==> src/rtl/pll_lock_ctrl_if.sv <==
// Signal bundle between the PLL lock controller and its environment.
// The controller connects through the slave modport; the driver of lock/restart uses master.
`timescale 1ns/1ps

interface pll_lock_ctrl_if;
    logic       pll_lock_i;
    logic       restart_i;
    logic       pll_pwrdn_n_o;
    logic       sys_rst_o;
    logic       locked_o;
    logic       fail_o;
    logic [3:0] retry_cnt_o;

    modport master (
        output pll_lock_i, restart_i,
        input  pll_pwrdn_n_o, sys_rst_o, locked_o, fail_o, retry_cnt_o
    );

    modport slave (
        input  pll_lock_i, restart_i,
        output pll_pwrdn_n_o, sys_rst_o, locked_o, fail_o, retry_cnt_o
    );
endinterface

==> src/rtl/pll_lock_ctrl.sv <==
// PLL power-up sequencer: power-down pulse, lock wait, stability filter, then system reset release.
// Define PLL_LOCK_CTRL_AUTO_RETRY_EN to retry failed attempts up to MAX_RETRIES times before FAIL.
`timescale 1ns/1ps

module pll_lock_ctrl #(
    parameter int unsigned PWRDN_CYCLES  = 16,
    parameter int unsigned LOCK_TIMEOUT  = 65536,
    parameter int unsigned STABLE_CYCLES = 1024,
    parameter int unsigned MAX_RETRIES   = 3
) (
    input logic           clk_i,
    input logic           rst_i,
    pll_lock_ctrl_if.slave bus
);

    localparam logic [2:0] S_PWRDN     = 3'd0;
    localparam logic [2:0] S_WAIT_LOCK = 3'd1;
    localparam logic [2:0] S_STABLE    = 3'd2;
    localparam logic [2:0] S_RUN       = 3'd3;
    localparam logic [2:0] S_FAIL      = 3'd4;

    localparam logic [16:0] C_PWRDN_LAST   = 17'(PWRDN_CYCLES - 1);
    localparam logic [16:0] C_TIMEOUT_LAST = 17'(LOCK_TIMEOUT - 1);
    localparam logic [16:0] C_STABLE_LAST  = 17'(STABLE_CYCLES - 1);

    logic [1:0]  r_sync;
    logic [2:0]  r_state;
    logic [16:0] r_cnt;
    logic [2:0]  w_next_state;
    logic        w_lock_s;
    logic        w_restart;
    logic        w_fail_evt;
    logic        w_retry_ok;

    // pll_lock_i is asynchronous; nothing else may look at it before these two flops.
    always_ff @(posedge clk_i or posedge rst_i) begin
        if (rst_i) begin
            r_sync <= 2'b00;
        end else begin
            // NOTE: non-blocking assignments keep the two stages one cycle apart; blocking would collapse them.
            r_sync <= {r_sync[0], bus.pll_lock_i};
        end
    end

    assign w_lock_s  = r_sync[1];
    assign w_restart = bus.restart_i && (r_state != S_PWRDN);

    always_comb begin
        // NOTE: defaults first so every path assigns every output and no latch is inferred.
        w_next_state = r_state;
        w_fail_evt   = 1'b0;
        if (w_restart) begin
            w_next_state = S_PWRDN;
        end else begin
            case (r_state)
                S_PWRDN: begin
                    if (r_cnt == C_PWRDN_LAST) w_next_state = S_WAIT_LOCK;
                end
                S_WAIT_LOCK: begin
                    if (w_lock_s)                        w_next_state = S_STABLE;
                    else if (r_cnt == C_TIMEOUT_LAST)    w_fail_evt   = 1'b1;
                end
                S_STABLE: begin
                    if (!w_lock_s)                       w_next_state = S_WAIT_LOCK;
                    else if (r_cnt == C_STABLE_LAST)     w_next_state = S_RUN;
                end
                S_RUN: begin
                    if (!w_lock_s) w_fail_evt = 1'b1;
                end
                S_FAIL:  w_next_state = S_FAIL;
                default: w_next_state = S_PWRDN;
            endcase
            if (w_fail_evt) w_next_state = w_retry_ok ? S_PWRDN : S_FAIL;
        end
    end

    always_ff @(posedge clk_i or posedge rst_i) begin
        if (rst_i) begin
            r_state <= S_PWRDN;
            r_cnt   <= '0;
        end else begin
            r_state <= w_next_state;
            // Counter restarts on any state change and saturates rather than wrapping.
            if (w_next_state != r_state) r_cnt <= '0;
            else if (r_cnt != '1)        r_cnt <= r_cnt + 17'd1;
        end
    end

`ifdef PLL_LOCK_CTRL_AUTO_RETRY_EN
    logic [3:0] r_retry;

    assign w_retry_ok = (r_retry < 4'(MAX_RETRIES));

    always_ff @(posedge clk_i or posedge rst_i) begin
        if (rst_i) begin
            r_retry <= 4'd0;
        end else if (w_restart) begin
            r_retry <= 4'd0;
        end else if (w_fail_evt && w_retry_ok) begin
            r_retry <= r_retry + 4'd1;
        end
    end

    assign bus.retry_cnt_o = r_retry;
`else
    assign w_retry_ok      = 1'b0;
    assign bus.retry_cnt_o = 4'd0;
`endif

    // Moore outputs: decoded from the registered state only, so reset reaches them asynchronously.
    assign bus.pll_pwrdn_n_o = !((r_state == S_PWRDN) || (r_state == S_FAIL));
    assign bus.sys_rst_o     = (r_state != S_RUN);
    assign bus.locked_o      = (r_state == S_RUN);
    assign bus.fail_o        = (r_state == S_FAIL);

endmodule

==> src/flat_wrapper.sv <==
// flat-port wrapper written by rule: the top's interface ports become plain ports
module pll_lock_ctrl_flat 
#(
    parameter int unsigned PWRDN_CYCLES  = 16,
    parameter int unsigned LOCK_TIMEOUT  = 65536,
    parameter int unsigned STABLE_CYCLES = 1024,
    parameter int unsigned MAX_RETRIES   = 3
)
  (clk_i, rst_i, bus_pll_lock_i, bus_restart_i, bus_pll_pwrdn_n_o, bus_sys_rst_o, bus_locked_o, bus_fail_o, bus_retry_cnt_o);
  pll_lock_ctrl_if bus_i ();
  input logic clk_i;
  input logic rst_i;
  input wire logic [$bits(bus_i.pll_lock_i)-1:0] bus_pll_lock_i;
  input wire logic [$bits(bus_i.restart_i)-1:0] bus_restart_i;
  output wire logic [$bits(bus_i.pll_pwrdn_n_o)-1:0] bus_pll_pwrdn_n_o;
  output wire logic [$bits(bus_i.sys_rst_o)-1:0] bus_sys_rst_o;
  output wire logic [$bits(bus_i.locked_o)-1:0] bus_locked_o;
  output wire logic [$bits(bus_i.fail_o)-1:0] bus_fail_o;
  output wire logic [$bits(bus_i.retry_cnt_o)-1:0] bus_retry_cnt_o;
  assign bus_i.pll_lock_i = bus_pll_lock_i;
  assign bus_i.restart_i = bus_restart_i;
  assign bus_pll_pwrdn_n_o = bus_i.pll_pwrdn_n_o;
  assign bus_sys_rst_o = bus_i.sys_rst_o;
  assign bus_locked_o = bus_i.locked_o;
  assign bus_fail_o = bus_i.fail_o;
  assign bus_retry_cnt_o = bus_i.retry_cnt_o;
  pll_lock_ctrl #(.PWRDN_CYCLES(PWRDN_CYCLES), .LOCK_TIMEOUT(LOCK_TIMEOUT), .STABLE_CYCLES(STABLE_CYCLES), .MAX_RETRIES(MAX_RETRIES)) u_core (.clk_i(clk_i), .rst_i(rst_i), .bus(bus_i));
endmodule
==> config.mk <==
export PLATFORM = sky130hd
export DESIGN_NAME = pll_lock_ctrl_flat
export DESIGN_NICKNAME = d
export VERILOG_FILES = /design/src/rtl/pll_lock_ctrl_if.sv /design/src/rtl/pll_lock_ctrl.sv /design/src/flat_wrapper.sv
export SDC_FILE = /design/constraint.sdc
export NUM_CORES = 1
export LEC_CHECK = 0
export ABC_AREA = 1
export CAP_MARGIN = 25
export CELL_PAD_IN_SITES_DETAIL_PLACEMENT = 0
export CELL_PAD_IN_SITES_GLOBAL_PLACEMENT = 1
export CORE_MARGIN = 3
export CORE_UTILIZATION = 42
export CTS_CLUSTER_SIZE = 30
export DETAILED_ROUTE_END_ITERATION = 10
export PLACE_DENSITY = 0.79
export SETUP_SLACK_MARGIN = 0.1
export SLEW_MARGIN = 10
export SYNTH_ARGS = -nofsm -noshare
export SYNTH_HDL_FRONTEND = slang
export SYNTH_SLANG_ARGS = --single-unit
==> constraint.sdc <==
create_clock -name clk_i -period 2.4 [get_ports clk_i]
set_input_delay 0.24 -clock clk_i [delete_from_list [all_inputs] [get_ports clk_i]]
set_output_delay 0.24 -clock clk_i [all_outputs]
set_load 0.01 [all_outputs]
==> flow_metrics.tcl, run 1 <==
set metrics [dict create \
    cp_data_arrival_time_ns 2.44 \
    cts_tree "built" \
    final_cell_mix "nand2_1 (30), nor2_1 (23), dfrtp_1 (22), inv_1 (20), nor2_2 (14)" \
    hp-class "in2async" \
    htree_levels 1 \
    drt_iter0_markers 54 \
    synthCells 170 \
    finalCritPeriodShare_pct 93.5 \
    holdWs_ns 0.240 \
    cts_buffers 3 \
    power.switching_uw 123 \
    p_leak_uw 0.000797 \
    core_area_um2 2900 \
    antenna_found_initial 0 \
    slew_violations 0 \
    area_growth_pct 17.4 \
    fp.dieH_um 62.4 \
    gp_congestion 0.808 \
    p_int_uw 437 \
    wl_per_cell_um 11.0 \
    gr-total-overflow 0 \
    syn_area_per_cell_um2 7.85 \
    cp-start-kind "flop" \
    route.met2.wl_mm 1.13 \
    num_io_pins 12 \
    clk_pin_slew_ns 0.13 \
    grt_max_degree 23 \
    vias 1050 \
    clock-root-buffer "clkbuf_4" \
    fin_setup_tns_ns 0 \
    dp_hpwl_mm 1.89 \
    wl_met3_um 97 \
    yosysUniqueCellTypes 26 \
    clock_sinks 22 \
    clockBufferDepth 2 \
    grt_use_total_pct 14.0 \
    rsz0062_at_grt "yes" \
    dp.cells 222 \
    row_count 19 \
    initial_core_util_pct 46.0 \
    maxCapViolCount 0 \
    totalWireLength_mm 2.52 \
    critPathRequiredTime_ns 2.60 \
    cp_max_fo 10 \
    clkLatencyLatePin_ns 0.31 \
    final_util_pct 54.0 \
    p_sw_share_pct 21.9 \
    firstDrtPassIters 4 \
    setup_viol 0 \
    drive_above_1_share_pct 20.9 \
    die-width_um 62.4 \
    routed_via_density 4.59 \
    min_period_ns 2.24 \
    final_common_cell "nand2_1" \
    yosysWarnings 0 \
    grt_pass1_vias 1025 \
    path_cells "nand2_2 > nor2_4 > nand4_1 > nor4_2 > ha_2 > nor2_4 > o21ai_0 > a21oi_1 > nand2_1 > nand2_1 > nand3_4 > buf_12 > nor2_2" \
    pwr-share-comb_pct 3.1 \
    final-hold-violation-count 0 \
    die-area_um2 3890 \
    p_per_area_nw_per_um2 357 \
    hold_buffers 0 \
    diodes 0 \
    ant_nets 0 \
    synth-seq-cells 22 \
    finalNetCount 196 \
    routedLengthMet1_mm 1.24 \
    path_class "reg2reg" \
    stdcell_count 229 \
    syn-cell-area_um2 1330 \
    fin_worst_skew_ns 0.0188 \
    place_area_um2 1470 \
    cp_slowest_cell "dfrtp_1" \
    ir_drop_mv 0.225 \
    io_buffers 7 \
    post-route-drc-count 0 \
    end_kind "flop" \
    dr.max_layer_used "met4" \
    nFillCells 297 \
    seq_area_frac_synth_pct 41.3 \
    grt_pass1_wl_mm 4.42 \
    critical-path-max-stage-delay_ns 0.44 \
    fmax_mhz 446 \
    p_seq_share_pct 66.7 \
    status "complete, no violations" \
    pwr-share-clk_pct 30.2 \
    postLayoutCellArea_um2 1570 \
]
-- metal layers --
layer,up-vias,GRT usage (%)
met2,14,21.6
met1,473,19.5
met5,-,0
li1,558,-
met4,0,6.61
met3,5,1.62
-- through the flow --
| stage | total power (uW) | setup slack, ns |
|---|---|---|
| 2_1_floorplan | 394 | 0.279 |
| 3_3_place_gp | 398 | 0.132 |
| 3_5_place_dp | 398 | 0.0839 |
| 4_1_cts | 567 | 0.106 |
| 5_1_grt | 578 | -0.00326 |
| 6_report | 559 | 0.156 |
-- power groups by stage --
stage / combinational [uW] / clock (uW) / sequential, uW
finish: 17.3 / 169 / 373
CTS: 17.8 / 176 / 373
global route: 19.8 / 185 / 374
global placement: 17.7 / 0 / 380
detailed placement: 17.8 / 0 / 380
floorplan: 14.0 / 0 / 380
-- critical path: cells and delay by family (launching register included) --
family,cells,cell delay [ns]
adder cells (fa/ha/maj),1,0.26
AO/OA/AOI/OAI,2,0.23
AND/OR/NAND/NOR,9,1.07
flip-flops,1,0.44
buffers and inverters,1,0.15
-- final cells by class --
type,count,area (um^2),share of cell area (%)
Sequential cell,22,551,35.1
Timing Repair Buffer,17,161,10.3
Clock buffer,3,22.5,1.44
Tap cell,42,52.6,3.35
Inverter,23,86.3,5.51
Multi-Input combinational cell,122,693,44.2
-- path summary, 6_finish.rpt --
path                                              from  depth (start not counted)  slack [ns]                      endpoint
max                        u_core.r_cnt[5]$_DFFE_PP0P_                         13        0.16   u_core.r_cnt[0]$_DFFE_PP0P_
min                                              rst_i                          3        0.24    u_core.r_sync[0]$_DFF_PP0_
max reg2reg                u_core.r_cnt[5]$_DFFE_PP0P_                         13        0.16   u_core.r_cnt[0]$_DFFE_PP0P_
min reg2reg                 u_core.r_sync[0]$_DFF_PP0_                          0        0.37    u_core.r_sync[1]$_DFF_PP0_
max in group asynchronous                        rst_i                          3        1.92  u_core.r_cnt[12]$_DFFE_PP0P_
min in group clk_i                      bus_pll_lock_i                          1        0.34    u_core.r_sync[0]$_DFF_PP0_
-- what timing repair did --
action                                  in CTS  in global routing
setup buffers                                0                  4
pin swaps                                    0                  4
gates resized for setup                      1                 10
endpoints found under the setup margin      17                 17
-- cell usage after synthesis (all sizes together) --
library cell,count,area share [%]
a21oi,1,0.37
buf,6,3.5
conb,1,0.28
dfrtp,22,41
ha,3,2.8
inv,23,6.5
mux2i,1,0.75
nand2,32,9.2
nand3,10,4.7
nand4,7,3.3
nor2,40,14
nor3,4,1.5
nor4,1,0.47
o211ai,1,0.56
o21ai,4,1.8
or2,1,0.47
xnor2,4,2.6
xor2,9,5.9
-- state kept, by name, summed over array words and instances (netlist names) --
name / count
u_core.r_cnt: 17
u_core.r_sync: 2
u_core.r_state: 3
-- cells by family after synthesis --
logic type	Yosys count	synth area share, %
other	1	0.281
AO/OA/AOI/OAI	6	2.72
AND/OR/NAND/NOR	95	33.7
XOR/XNOR	13	8.54
flip-flops	22	41.3
multiplexers	1	0.750
buffers and inverters	29	9.94
adder cells (fa/ha/maj)	3	2.81
No activity file was read; power rests on OpenSTA's default activity.
==> run 2: changes to the inputs <==
--- a/config.mk
+++ b/config.mk
@@ -9,11 +9,11 @@
 export CAP_MARGIN = 25
 export CELL_PAD_IN_SITES_DETAIL_PLACEMENT = 0
 export CELL_PAD_IN_SITES_GLOBAL_PLACEMENT = 1
-export CORE_MARGIN = 3
+export CORE_MARGIN = 2
 export CORE_UTILIZATION = 42
 export CTS_CLUSTER_SIZE = 30
 export DETAILED_ROUTE_END_ITERATION = 10
-export PLACE_DENSITY = 0.79
+export PLACE_DENSITY = 0.86
 export SETUP_SLACK_MARGIN = 0.1
 export SLEW_MARGIN = 10
 export SYNTH_ARGS = -nofsm -noshare
==> run 2 against run 1 <==
Fmax down 0.41%. Die area fell by 6.3%. Clock skew shrank 0.0079 ns. Highest routed layer is now met3. Sequential cell count did not move. Cell area grew 2.6%. Clock power up 25%. Sequential power barely moved.
==> flow_metrics.tcl, run 2 (synthesis results as in run 1) <==
set metrics [dict create \
    status "complete, no violations" \
    met2_usage_pct 25.2 \
    gp_congestion 0.874 \
    cts_tree "built" \
    rr_worst_depth 13 \
    htree_levels 1 \
    critPathTopFamily "simple AND/OR/NAND/NOR gates" \
    firstDrtPassIters 4 \
    nFillCells 284 \
    wl_per_cell_um 11.9 \
    min_period_ns 2.25 \
    busiest_layer "met2" \
    p_seq_share_pct 61.9 \
    io_buffers 7 \
    totalWireLength_mm 2.78 \
    fmax_mhz 444 \
    maxCapViolCount 0 \
    cts_buffers 3 \
    final_util_pct 53.1 \
    post-place-ws_ns 0.0763 \
    power.switching_uw 132 \
    clkLatencyLatePin_ns 0.32 \
    setup_viol 0 \
    cp_max_fo 8 \
    diodes 0 \
    dp_hpwl_mm 1.92 \
    fin_setup_tns_ns 0 \
    path_buf_inv 0 \
    cp_data_arrival_time_ns 2.51 \
    initial_core_util_pct 44.0 \
    num_io_pins 12 \
    die-area_um2 3640 \
    use_met1_pct 21.4 \
    clockBufferDepth 2 \
    path_class "reg2reg" \
    area_growth_pct 20.5 \
    antenna_found_initial 0 \
    p_per_area_nw_per_um2 375 \
    drt_iter0_markers 62 \
    fin_worst_skew_ns 0.0108 \
    grt_use_total_pct 15.4 \
    regMostFlops "u_core.r_cnt" \
    clock_sinks 22 \
    finalCritPeriodShare_pct 93.9 \
    drive_above_1_share_pct 23.3 \
    power_uw 603 \
    finalNetCount 197 \
    gr-total-overflow 0 \
    core_area_um2 3030 \
    grt_max_degree 23 \
    die-width_um 60.4 \
    final_common_cell "nand2_1" \
    post-route-drc-count 0 \
    cp-start-kind "flop" \
    vias 1128 \
    rsz0062_at_grt "yes" \
    cp_slowest_cell "dfrtp_1" \
    critPathRequiredTime_ns 2.66 \
    grt_pass1_vias 995 \
    path_depth 13 \
    pwr-share-comb_pct 2.9 \
    routed_via_density 4.84 \
    setup_ws_ns 0.147 \
    ir_drop_mv 0.450 \
    end_kind "flop" \
    pwr-share-clk_pct 35.2 \
    clk_pin_slew_ns 0.13 \
    p_int_uw 471 \
    reg_top3 "u_core.r_cnt x17, u_core.r_state x3, u_core.r_sync x2" \
    row_count 20 \
    fp.dieH_um 60.4 \
    r2r_setup_slack_ns 0.15 \
    final-hold-violation-count 0 \
    ant_nets 0 \
    p_leak_uw 0.000833 \
    grt_util_met3_pct 4.26 \
    p_sw_share_pct 21.9 \
    critical-path-max-stage-delay_ns 0.38 \
    grt_pass1_wl_mm 4.31 \
    hold_buffers 0 \
    hp-class "in2async" \
    slew_violations 0 \
    largest_reg_flops 17 \
    final_cell_mix "nand2_1 (29), nor2_1 (22), dfrtp_1 (22), inv_1 (20), nor2_2 (16)" \
    path_cells "nand2_2 > nor2_4 > nand4_1 > nor4_4 > ha_2 > nor2_2 > nor2_1 > o21ai_2 > nand2_1 > nand2_2 > nor2_4 > nand3_4 > nor2_1" \
    clock-root-buffer "clkbuf_4" \
]
==> run 2: cell count changes in the layout (fill, tap and decap cells not counted), sizes merged <==
cell,before,now
buf,10,9
nand3,10,12
clkbuf,3,4
==> run 2: worst register-to-register path, stage by stage (launching register included) <==
cell and delay [ns]:
dfrtp_1 0.38, nand2_2 0.08, nor2_4 0.09, nand4_1 0.17
nor4_4 0.35, ha_2 0.22, nor2_2 0.03, nor2_1 0.13
o21ai_2 0.07, nand2_1 0.07, nand2_2 0.07, nor2_4 0.23
nand3_4 0.19, nor2_1 0.13
==> run 2: repair_timing <==
| item | 4_1_cts | 5_1_grt |
|---|---|---|
| gates cloned | 0 | 2 |
| endpoints found under the setup margin | 17 | 17 |
| resized for setup | 1 | 14 |
| buffers inserted | 0 | 3 |
| pin swaps | 0 | 6 |
==> run 2: metal layers <==
layer | part of all wire, % | vias to the layer above
met1 | 48 | 538
met5 | 0 | -
met3 | 4.7 | 0
li1 | - | 567
met2 | 48 | 23
met4 | 0 | 0
==> run 2: per-stage QoR <==
step                std cells  cell area [um^2]  hold WS (ns)
floorplan                 173              1350         0.229
global placement          224              1470         0.333
CTS                       228              1510         0.252
finish                    233              1610         0.240
global route              233              1610         0.277
detailed placement        224              1470         0.343
==> run 2: layout make-up <==
type	count	area (um^2)	area share, %
flip-flops and latches	22	551	34.2
well taps	44	55.1	3.42
multi-input cells	124	742	46.1
inverters	23	86.3	5.37
repair buffers	16	138	8.56
clock buffers	4	36.3	2.26
==> run 2: worst paths after layout <==
check                                                to                        start
setup / recovery           u_core.r_cnt[12]$_DFFE_PP0P_  u_core.r_cnt[4]$_DFFE_PP0P_
hold / removal             u_core.r_cnt[13]$_DFFE_PP0P_                        rst_i
setup reg to reg           u_core.r_cnt[12]$_DFFE_PP0P_  u_core.r_cnt[4]$_DFFE_PP0P_
max in group asynchronous   u_core.r_cnt[7]$_DFFE_PP0P_                        rst_i
min in group clk_i           u_core.r_sync[1]$_DFF_PP0_   u_core.r_sync[0]$_DFF_PP0_
hold reg to reg              u_core.r_sync[1]$_DFF_PP0_   u_core.r_sync[0]$_DFF_PP0_
==> run 2: power by group through the flow <==
| stage | sequential (uW) | clock (uW) | combinational, uW |
|---|---|---|---|
| after global routing | 374 | 232 | 20.7 |
| final | 373 | 212 | 17.6 |
| after floorplan | 380 | 0 | 14.0 |
| after CTS | 373 | 218 | 18.2 |
| after detailed placement | 380 | 0 | 18.2 |
| after global placement | 380 | 0 | 17.8 |
